==> config.mk <==
export PLATFORM = sky130hd
export DESIGN_NAME = mul_div_seq_flat
export DESIGN_NICKNAME = d
export VERILOG_FILES = /design/src/rtl/mul_div_seq_if.sv /design/src/rtl/mul_div_seq.sv /design/src/flat_wrapper.sv
export SDC_FILE = /design/constraint.sdc
export NUM_CORES = 1
export LEC_CHECK = 0
export CAP_MARGIN = 5
export CELL_PAD_IN_SITES_DETAIL_PLACEMENT = 1
export CELL_PAD_IN_SITES_GLOBAL_PLACEMENT = 1
export CORE_MARGIN = 2
export CORE_UTILIZATION = 25
export DETAILED_ROUTE_END_ITERATION = 8
export PLACE_DENSITY = 0.53
export SETUP_SLACK_MARGIN = 0.05
export SLEW_MARGIN = 30
export SYNTH_ARGS = -nofsm -noshare
export SYNTH_HDL_FRONTEND = slang
export SYNTH_SLANG_ARGS = --single-unit
==> constraint.sdc <==
create_clock -name clock -period 3.8 [get_ports clock]
set_input_delay 0.57 -clock clock [delete_from_list [all_inputs] [get_ports clock]]
set_output_delay 0.57 -clock clock [all_outputs]
set_load 0.005 [all_outputs]
==> src/rtl/mul_div_seq_if.sv <==
// Request/result bundle for the sequential multiply/divide unit.
// MULDIV_UNSIGNED_EN adds the is_unsigned request bit.
interface mul_div_seq_if #(
  parameter int WIDTH = 32
);
  logic             start;
  logic             op;
`ifdef MULDIV_UNSIGNED_EN
  logic             is_unsigned;
`endif
  logic [WIDTH-1:0] a;
  logic [WIDTH-1:0] b;
  logic             busy;
  logic             done;
  logic             div_by_zero;
  logic [WIDTH-1:0] hi;
  logic [WIDTH-1:0] lo;

  modport master (
    output start, op, a, b,
`ifdef MULDIV_UNSIGNED_EN
    output is_unsigned,
`endif
    input  busy, done, div_by_zero, hi, lo
  );

  modport slave (
    input  start, op, a, b,
`ifdef MULDIV_UNSIGNED_EN
    input  is_unsigned,
`endif
    output busy, done, div_by_zero, hi, lo
  );
endinterface

==> src/rtl/mul_div_seq.sv <==
// Sequential Booth multiply / restoring divide, one step per clock.
// MULDIV_UNSIGNED_EN enables per-request unsigned operation.
module mul_div_seq #(
  parameter int WIDTH = 32
) (
  input  logic         clock,
  input  logic         clear,
  mul_div_seq_if.slave bus
);

  localparam int CW = (WIDTH > 1) ? $clog2(WIDTH) : 1;

  typedef enum logic [1:0] {
    IDLE,
    CALC,
    FIX,
    DONE
  } state_t;

  state_t state_q, state_d;

  logic [CW-1:0]    cnt_q;
  logic             busy_q;
  logic             done_q;
  logic             dbz_q;
  logic [WIDTH-1:0] hi_q;
  logic [WIDTH-1:0] lo_q;

  logic             op_q;
  logic             uns_q;
  logic [WIDTH-1:0] a_q;
  logic [WIDTH-1:0] b_q;
  logic [WIDTH+1:0] acc_q;
  logic [WIDTH+1:0] m_q;
  logic [WIDTH-1:0] qr_q;
  logic             q1_q;

  logic             uns_in;
  logic             accept;
  logic             last;

`ifdef MULDIV_UNSIGNED_EN
  assign uns_in = bus.is_unsigned;
`else
  assign uns_in = 1'b0;
`endif

  assign accept = (state_q == IDLE) && bus.start && !busy_q;
  assign last   = (cnt_q == CW'(WIDTH - 1));

  // Operand setup at accept
  logic             sa_in;
  logic             sb_in;
  logic [WIDTH-1:0] mag_a_in;
  logic [WIDTH-1:0] mag_b_in;
  logic [WIDTH+1:0] init_m;
  logic [WIDTH-1:0] init_q;

  always_comb begin
    sa_in    = !uns_in && bus.a[WIDTH-1];
    sb_in    = !uns_in && bus.b[WIDTH-1];
    mag_a_in = sa_in ? -bus.a : bus.a;
    mag_b_in = sb_in ? -bus.b : bus.b;
    init_m   = {2'b00, bus.a};
    init_q   = bus.b;
    if (bus.op) begin
      init_m = {2'b00, mag_b_in};
      init_q = mag_a_in;
    end else if (!uns_in) begin
      init_m = {{2{bus.a[WIDTH-1]}}, bus.a};
    end
  end

  // One iteration of either algorithm
  logic [WIDTH+1:0] sum;
  logic [WIDTH+1:0] sh;
  logic [WIDTH+1:0] diff;
  logic [WIDTH+1:0] acc_n;
  logic [WIDTH-1:0] qr_n;
  logic             q1_n;

  always_comb begin
    sum = acc_q;
    unique case (1'b1)
      (qr_q[0] && !q1_q): sum = acc_q - m_q;
      (!qr_q[0] && q1_q): sum = acc_q + m_q;
      default:            sum = acc_q;
    endcase
    sh   = {acc_q[WIDTH:0], qr_q[WIDTH-1]};
    diff = sh - m_q;
    if (!op_q) begin
      acc_n = {sum[WIDTH+1], sum[WIDTH+1:1]};
      qr_n  = {sum[0], qr_q[WIDTH-1:1]};
      q1_n  = qr_q[0];
    end else if (!diff[WIDTH+1]) begin
      acc_n = diff;
      qr_n  = {qr_q[WIDTH-2:0], 1'b1};
      q1_n  = 1'b0;
    end else begin
      acc_n = sh;
      qr_n  = {qr_q[WIDTH-2:0], 1'b0};
      q1_n  = 1'b0;
    end
  end

  // Result fix-up: signs for divide, guard-bit term for unsigned multiply
  logic             sa;
  logic             sb;
  logic [WIDTH-1:0] fix_hi;
  logic [WIDTH-1:0] fix_lo;
  logic             fix_dbz;

  always_comb begin
    sa      = !uns_q && a_q[WIDTH-1];
    sb      = !uns_q && b_q[WIDTH-1];
    fix_dbz = 1'b0;
    fix_lo  = qr_q;
    fix_hi  = acc_q[WIDTH-1:0];
    if (!op_q) begin
      if (uns_q && b_q[WIDTH-1])
        fix_hi = acc_q[WIDTH-1:0] + a_q;
    end else if (b_q == '0) begin
      fix_dbz = 1'b1;
      fix_lo  = '1;
      fix_hi  = a_q;
    end else begin
      fix_lo = (sa ^ sb) ? -qr_q : qr_q;
      fix_hi = sa ? -acc_q[WIDTH-1:0] : acc_q[WIDTH-1:0];
    end
  end

  always_comb begin
    state_d = state_q;
    unique case (state_q)
      IDLE: if (accept) state_d = CALC;
      CALC: if (last) state_d = FIX;
      FIX:  state_d = DONE;
      DONE: state_d = IDLE;
      default: state_d = IDLE;
    endcase
  end

  always_ff @(posedge clock or negedge clear) begin
    if (!clear) state_q <= IDLE;
    else        state_q <= state_d;
  end

  always_ff @(posedge clock or negedge clear) begin
    if (!clear) begin
      cnt_q  <= '0;
      busy_q <= 1'b0;
      done_q <= 1'b0;
      dbz_q  <= 1'b0;
      hi_q   <= '0;
      lo_q   <= '0;
      op_q   <= 1'b0;
      uns_q  <= 1'b0;
      a_q    <= '0;
      b_q    <= '0;
      acc_q  <= '0;
      m_q    <= '0;
      qr_q   <= '0;
      q1_q   <= 1'b0;
    end else begin
      // done is registered off DONE, so busy spans the done cycle too
      done_q <= (state_q == DONE);
      if (done_q) busy_q <= 1'b0;
      unique case (state_q)
        IDLE: begin
          if (accept) begin
            busy_q <= 1'b1;
            op_q   <= bus.op;
            uns_q  <= uns_in;
            a_q    <= bus.a;
            b_q    <= bus.b;
            cnt_q  <= '0;
            acc_q  <= '0;
            q1_q   <= 1'b0;
            m_q    <= init_m;
            qr_q   <= init_q;
          end
        end
        CALC: begin
          acc_q <= acc_n;
          qr_q  <= qr_n;
          q1_q  <= q1_n;
          cnt_q <= cnt_q + 1'b1;
        end
        FIX: begin
          hi_q  <= fix_hi;
          lo_q  <= fix_lo;
          dbz_q <= fix_dbz;
        end
        DONE: ;
        default: ;
      endcase
    end
  end

  assign bus.busy        = busy_q;
  assign bus.done        = done_q;
  assign bus.div_by_zero = dbz_q;
  assign bus.hi          = hi_q;
  assign bus.lo          = lo_q;

endmodule

==> src/flat_wrapper.sv <==
// flat-port wrapper written by rule: the top's interface ports become plain ports
module mul_div_seq_flat 
#(
  parameter int WIDTH = 32
)
  (clock, clear, bus_start, bus_op, bus_a, bus_b, bus_busy, bus_done, bus_div_by_zero, bus_hi, bus_lo);
  mul_div_seq_if #(.WIDTH(WIDTH)) bus_i ();
  input  logic clock;
  input  logic clear;
  input wire logic [$bits(bus_i.start)-1:0] bus_start;
  input wire logic [$bits(bus_i.op)-1:0] bus_op;
  input wire logic [$bits(bus_i.a)-1:0] bus_a;
  input wire logic [$bits(bus_i.b)-1:0] bus_b;
  output wire logic [$bits(bus_i.busy)-1:0] bus_busy;
  output wire logic [$bits(bus_i.done)-1:0] bus_done;
  output wire logic [$bits(bus_i.div_by_zero)-1:0] bus_div_by_zero;
  output wire logic [$bits(bus_i.hi)-1:0] bus_hi;
  output wire logic [$bits(bus_i.lo)-1:0] bus_lo;
  assign bus_i.start = bus_start;
  assign bus_i.op = bus_op;
  assign bus_i.a = bus_a;
  assign bus_i.b = bus_b;
  assign bus_busy = bus_i.busy;
  assign bus_done = bus_i.done;
  assign bus_div_by_zero = bus_i.div_by_zero;
  assign bus_hi = bus_i.hi;
  assign bus_lo = bus_i.lo;
  mul_div_seq #(.WIDTH(WIDTH)) u_core (.clock(clock), .clear(clear), .bus(bus_i));
endmodule
=== Word level (Yosys, flattened, before mapping) ===
Cells that the tools add are included.
Widths: inputs -> output; s select.

* Bits in registers: 240
* Bits of input ports: 68
* Output and inout port bits: 67
* Word-level logic and storage cells: 74

* $add $sub $neg: 8
* Eq/ne operators: 6
* Multiplexer cells: 32
* Bitwise gates (word level): 1
* Reduce and logical (&&, ||, !) cells: 13

{| class="wikitable"
|+ Operators by type and width
! cell !! number
|-
| $mux 32 || 11
|-
| $mux 34 || 4
|-
| $pmux 34 s2 || 2
|-
| $neg 32->32 || 4
|-
| $sub 34x34->34 || 2
|-
| $pmux 32 s2 || 1
|-
| $add 34x34->34 || 1
|-
| $logic_not 32->1 || 1
|-
| $pmux 5 s2 || 1
|-
| $mux 1 || 8
|-
| $pmux 2 s4 || 1
|-
| $reduce_and 2->1 || 3
|-
| $add 5x1->5 const B || 1
|-
| $eq 5x5->1 const B || 1
|-
| $mux 5 || 1
|-
| $eq 2x2->1 const B || 2
|-
| $logic_and 1x1->1 || 4
|-
| $mux 2 || 2
|-
| $ne 2x1->1 const B || 2
|-
| $logic_not 1->1 || 3
|-
| $eq 2x1->1 const B || 1
|-
| $logic_not 2->1 || 1
|-
| $pmux 1 s2 || 1
|-
| $reduce_bool 2->1 || 1
|-
| $xor 1x1->1 || 1
|}

=== Longest topological paths before layout ===
* Depth after elaboration: 5
* Depth in mapped cells: 18
* Depth with buffers taken out: 18

=== Least setup slack after synthesis ===
Ideal clock, no wire load.

* Path type: reg-to-reg
* From: reg u_core.m_q[1]
* To: reg u_core.acc_q[32]
* Arrival time: 3.727 ns
* Required time: 3.664 ns
* Setup slack: -0.063 ns
* Cell stages (with the launch flop): 19
* Path buffers: 0
* Period minus slack after synthesis: 3.863 ns
* Cell sequence: dfrtp_1 > inv_1 > ha_1 > nand3_1 > nor3_1 > and3_1 > and3_1 > a21oi_1 > xnor2_1 > ha_1 > a21o_1 > a21o_1 > a21o_1 > a31oi_1 > o21ai_0 > a2111o_1 > o21ai_0 > mux2i_1 > nand4_1

* Cells in the longest elaborated chain, start to end: 4
* Elaborated cells on any way between the ends: 7

{| class="wikitable"
|+ RTL lines
! what !! RTL line !! source
|-
| from (decl) || mul_div_seq.sv:34 || <nowiki>logic [WIDTH+1:0] m_q;</nowiki>
|-
| from (signal assigned) || mul_div_seq.sv:179 || <nowiki>m_q <= init_m;</nowiki>
|-
| $add 34x34->34 (tied with other cells) || mul_div_seq.sv:86 || <nowiki>(!qr_q[0] && q1_q): sum = acc_q + m_q;</nowiki>
|-
| $pmux 34 s2 or $mux 34 (tied branches) || mul_div_seq.sv:84, mul_div_seq.sv:95 ||
|-
| $mux 34 (*) || mul_div_seq.sv:91 || <nowiki>if (!op_q) begin</nowiki>
|-
| $pmux 34 s2 (*) || mul_div_seq.sv:168 || <nowiki>unique case (state_q)</nowiki>
|-
| to (signal assigned) || mul_div_seq.sv:184 || <nowiki>acc_q <= acc_n;</nowiki>
|-
| to (decl) || mul_div_seq.sv:33 || <nowiki>logic [WIDTH+1:0] acc_q;</nowiki>
|}

Mark *: on every way between the ends. The rest lies on a longest branch, timed or not.
A chain may end at the register's enable or synchronous reset.

=== Worst setup path in the final report ===
* From: reg u_core.m_q[3]
* To: reg u_core.acc_q[32]

Same word-level chain as after synthesis.

==> flow_metrics.tcl <==
set metrics [dict create \
    switching_share_pct 47.4 \
    min_from "u_core.bus.done" \
    violations "DRC, setup timing" \
    ir_drop_mv 0.479 \
    finalWorstSetupSlack_ns -0.120 \
    synth_cell_types 79 \
    firstDrtPassIters 7 \
    status "complete, but fails checks" \
    layout_commonest_cell "buf_4" \
    yosysWarnings 0 \
    async_flop_share_pct 100 \
    period_minus_slack_ns 3.92 \
    critPathCaptureType "flip-flop" \
    setup.worst_path.start_class "flip-flop" \
    synth-edff-count 0 \
    dieArea_sq_mm 0.0761 \
    grt_setup_unrepaired "yes" \
    hp-class "reg -> reg" \
    cellLeakagePower_nw 10.5 \
    start_util_pct 25.3 \
    pin_count 135 \
    power_switching_mw 13.0 \
    max_freq_ghz 0.255 \
    cellPowerDensity_mw_per_mm2 1120 \
    die_w_microns 276 \
    relSlewSlack_pct 41.5 \
    grt_overflow 0 \
    worstSetupPathType "reg -> reg" \
    syn2layout_area_growth_pct 32.8 \
    finalSetupViolCount 5 \
    crit_start "u_core.m_q[3]" \
    die_height_microns 276 \
    grt_pass1_wl_microns 120000 \
    comb_power_share_pct 69.2 \
    drv_cap 0 \
    port-buffer-count 134 \
    finalHoldViolCount 0 \
    drive_above_1_share_pct 21.6 \
    synthCells 2220 \
    finalPower_mw 27.5 \
    gp_congestion 0.884 \
    crit_fanout 4 \
    required_ns 4.21 \
    hpwl_microns 62100 \
    wl_per_cell_microns 22.2 \
    drt_iter0_markers 883 \
    period_share_pct 103 \
    root_buffer "clkbuf_16" \
    vias 18251 \
    fin_skew_ns 0.0212 \
    numCtsBuffers 34 \
    antenna_found_initial 2 \
    dp.cells 3447 \
    drt_wl_total_microns 78300 \
    n_fill_cell 8543 \
    synth_seq_area_share_pct 32.3 \
    via_per_inst 5.18 \
    grt_pass1_vias 18991 \
    antenna_left 0 \
    stdcell_count 3525 \
    synth_top_flop_cell "dfrtp_1" \
    core_sq_mm 0.0731 \
    drv_slew 0 \
    clk_pin_slew_ns 0.06 \
    syn-cell-area_sq_mm 0.0185 \
    fin_tns_setup_ns -0.288 \
    drc 1 \
    cts_sinks 239 \
    htreeDepth 2 \
    clk_latency_ns 0.56 \
    layout_common_cells "272 x buf_4, 237 x dfrtp_1, 225 x nand2_1" \
    r2r-start "u_core.m_q[3]" \
    grt_max_degree 139 \
    grt_use_total_pct 20.5 \
    cts_tree "yes" \
    fp-row-count 99 \
    synth_fp_nets 2369 \
    fin_nets 2689 \
    seqPwrFrac_pct 17.6 \
    diodes 0 \
    clockBufferDepth 3 \
    synth_seq_cells 239 \
    worstMarginPinSlew_ns 0.876 \
    internal_power_mw 14.5 \
    worstPathArrival_ns 4.33 \
    syn_avg_cell_area_sq_um 8.33 \
    clkPwrFrac_pct 13.2 \
]
[metal layers]
| layer | vias up | share of wire [%] | track usage [%] |
|---|---|---|---|
| met2 | 296 | 47 | 34.2 |
| met1 | 9132 | 48 | 28.6 |
| met4 | 0 | 2.0 | 4.23 |
| met3 | 74 | 2.8 | 2.11 |
| li1 | 8749 | - | - |
| met5 | - | 0 | 0 |
[through the flow]
| step | area, sq um | util, % | setup slack, ns | hold slack, ns |
|---|---|---|---|---|
| floorplan | 18500 | - | 0.0558 | 0.274 |
| global placement | 22700 | 31.1 | -0.306 | 0.456 |
| detailed placement | 22700 | 31.1 | -0.346 | 0.468 |
| CTS | 24200 | 33.1 | -0.136 | 0.466 |
| global route | 24600 | 33.6 | -0.284 | 0.487 |
| finish | 24600 | 33.6 | -0.120 | 0.460 |
[critical path, stage by stage, from the launching register on]
cell and delay (ns):
dfrtp_1 0.38, or4_4 0.54, or3_4 0.40, and4b_2 0.38
a31oi_4 0.10, xnor2_1 0.16, ha_1 0.33, a21o_1 0.17
a21o_1 0.17, a31oi_1 0.19, o21ai_1 0.12, a2111o_1 0.37
o21ai_2 0.09, mux2i_2 0.26, nand4_1 0.11
[final timing paths]
check,endpoint,slack (ns),cells past startpoint
max,u_core.acc_q[32],-0.12,14
max in group asynchronous,u_core.m_q[13],2.28,3
min,u_core.bus.busy,0.46,1
max reg2reg,u_core.acc_q[32],-0.12,14
min in group asynchronous,u_core.bus.lo[16],0.55,2
min reg2reg,u_core.bus.busy,0.46,1
[cell usage after synthesis (all sizes together) (7+ instances only)]
| cell | number | area, sq um |
|---|---|---|
| o21a | 9 | 67.6 |
| mux2i | 50 | 500 |
| nor2 | 177 | 664 |
| o22a | 27 | 236 |
| a211o | 7 | 61.3 |
| o21ai | 204 | 1020 |
| a41oi | 8 | 70.1 |
| o21bai | 8 | 60.1 |
| xor2 | 93 | 815 |
| and2 | 10 | 62.6 |
| nand3 | 30 | 150 |
| xnor2 | 77 | 674 |
| a21oi | 201 | 1010 |
| o211ai | 42 | 315 |
| o22ai | 14 | 87.6 |
| a31oi | 31 | 194 |
| and3 | 12 | 75.1 |
| a32o | 15 | 150 |
| o221ai | 11 | 96.3 |
| or4 | 21 | 169 |
| or3 | 24 | 158 |
| a22oi | 7 | 52.6 |
| mux2 | 90 | 1010 |
| ha | 79 | 988 |
| nor4 | 22 | 138 |
| nor3 | 40 | 200 |
| and4 | 7 | 61.3 |
| a2111oi | 7 | 61.3 |
| a21o | 43 | 323 |
| dfrtp | 239 | 5980 |
| nand2 | 229 | 862 |
| clkbuf | 118 | 445 |
| inv | 86 | 323 |
| nand4 | 11 | 68.8 |
| nor2b | 9 | 56.3 |
| nand2b | 14 | 87.6 |
| o41ai | 18 | 165 |
| a211oi | 15 | 113 |
| buf | 21 | 101 |
| o31ai | 33 | 267 |
[registers in the layout, indices dropped and copies added (netlist names), 5 cells and up]
register	flops
u_core.acc_q	34
u_core.a_q	32
u_core.qr_q	32
u_core.cnt_q	5
u_core.m_q	33
u_core.bus.hi	32
u_core.b_q	32
u_core.bus.lo	32
[power by group through the flow]
stage / Combinational, mW / Sequential [mW] / Clock [mW]
floorplan: 10.8 / 4.55 / 0
global placement: 17.6 / 4.81 / 0
detailed placement: 17.9 / 4.87 / 0
CTS: 18.5 / 4.84 / 3.75
global route: 20.9 / 4.99 / 3.85
finish: 19.1 / 4.83 / 3.63
[cell type report]
type,count,area [sq um],share of cell area [%]
well taps,959,1200,4.89
clock inverters,19,285,1.16
multi-input cells,1755,12100,49.4
clock buffers,43,986,4.01
flip-flops and latches,239,5990,24.4
inverters,87,330,1.34
repair buffers,423,3640,14.8
[kinds of logic (layout without fill, tap and decap cells)]
family	count (synthesis)	count (layout)	share of synthesized area (%)
xor+xnor	170	170	8.05
compound gates	741	741	25.5
simple gates	623	623	15.6
fa+ha+maj	81	81	5.56
mux	140	140	8.19
flops	239	239	32.3
buf+inv	226	572	4.72
[what timing repair did]
action | in CTS | in global routing
cloned | 0 | 0
endpoints found under the setup margin | 17 | 30
resized for setup | 43 | 69
pin swaps | 27 | 49
endpoints found under the hold margin | 55 | 0
hold buffers | 1 | 0
setup buffers | 7 | 10
No activity file was read; power rests on OpenSTA's default activity.
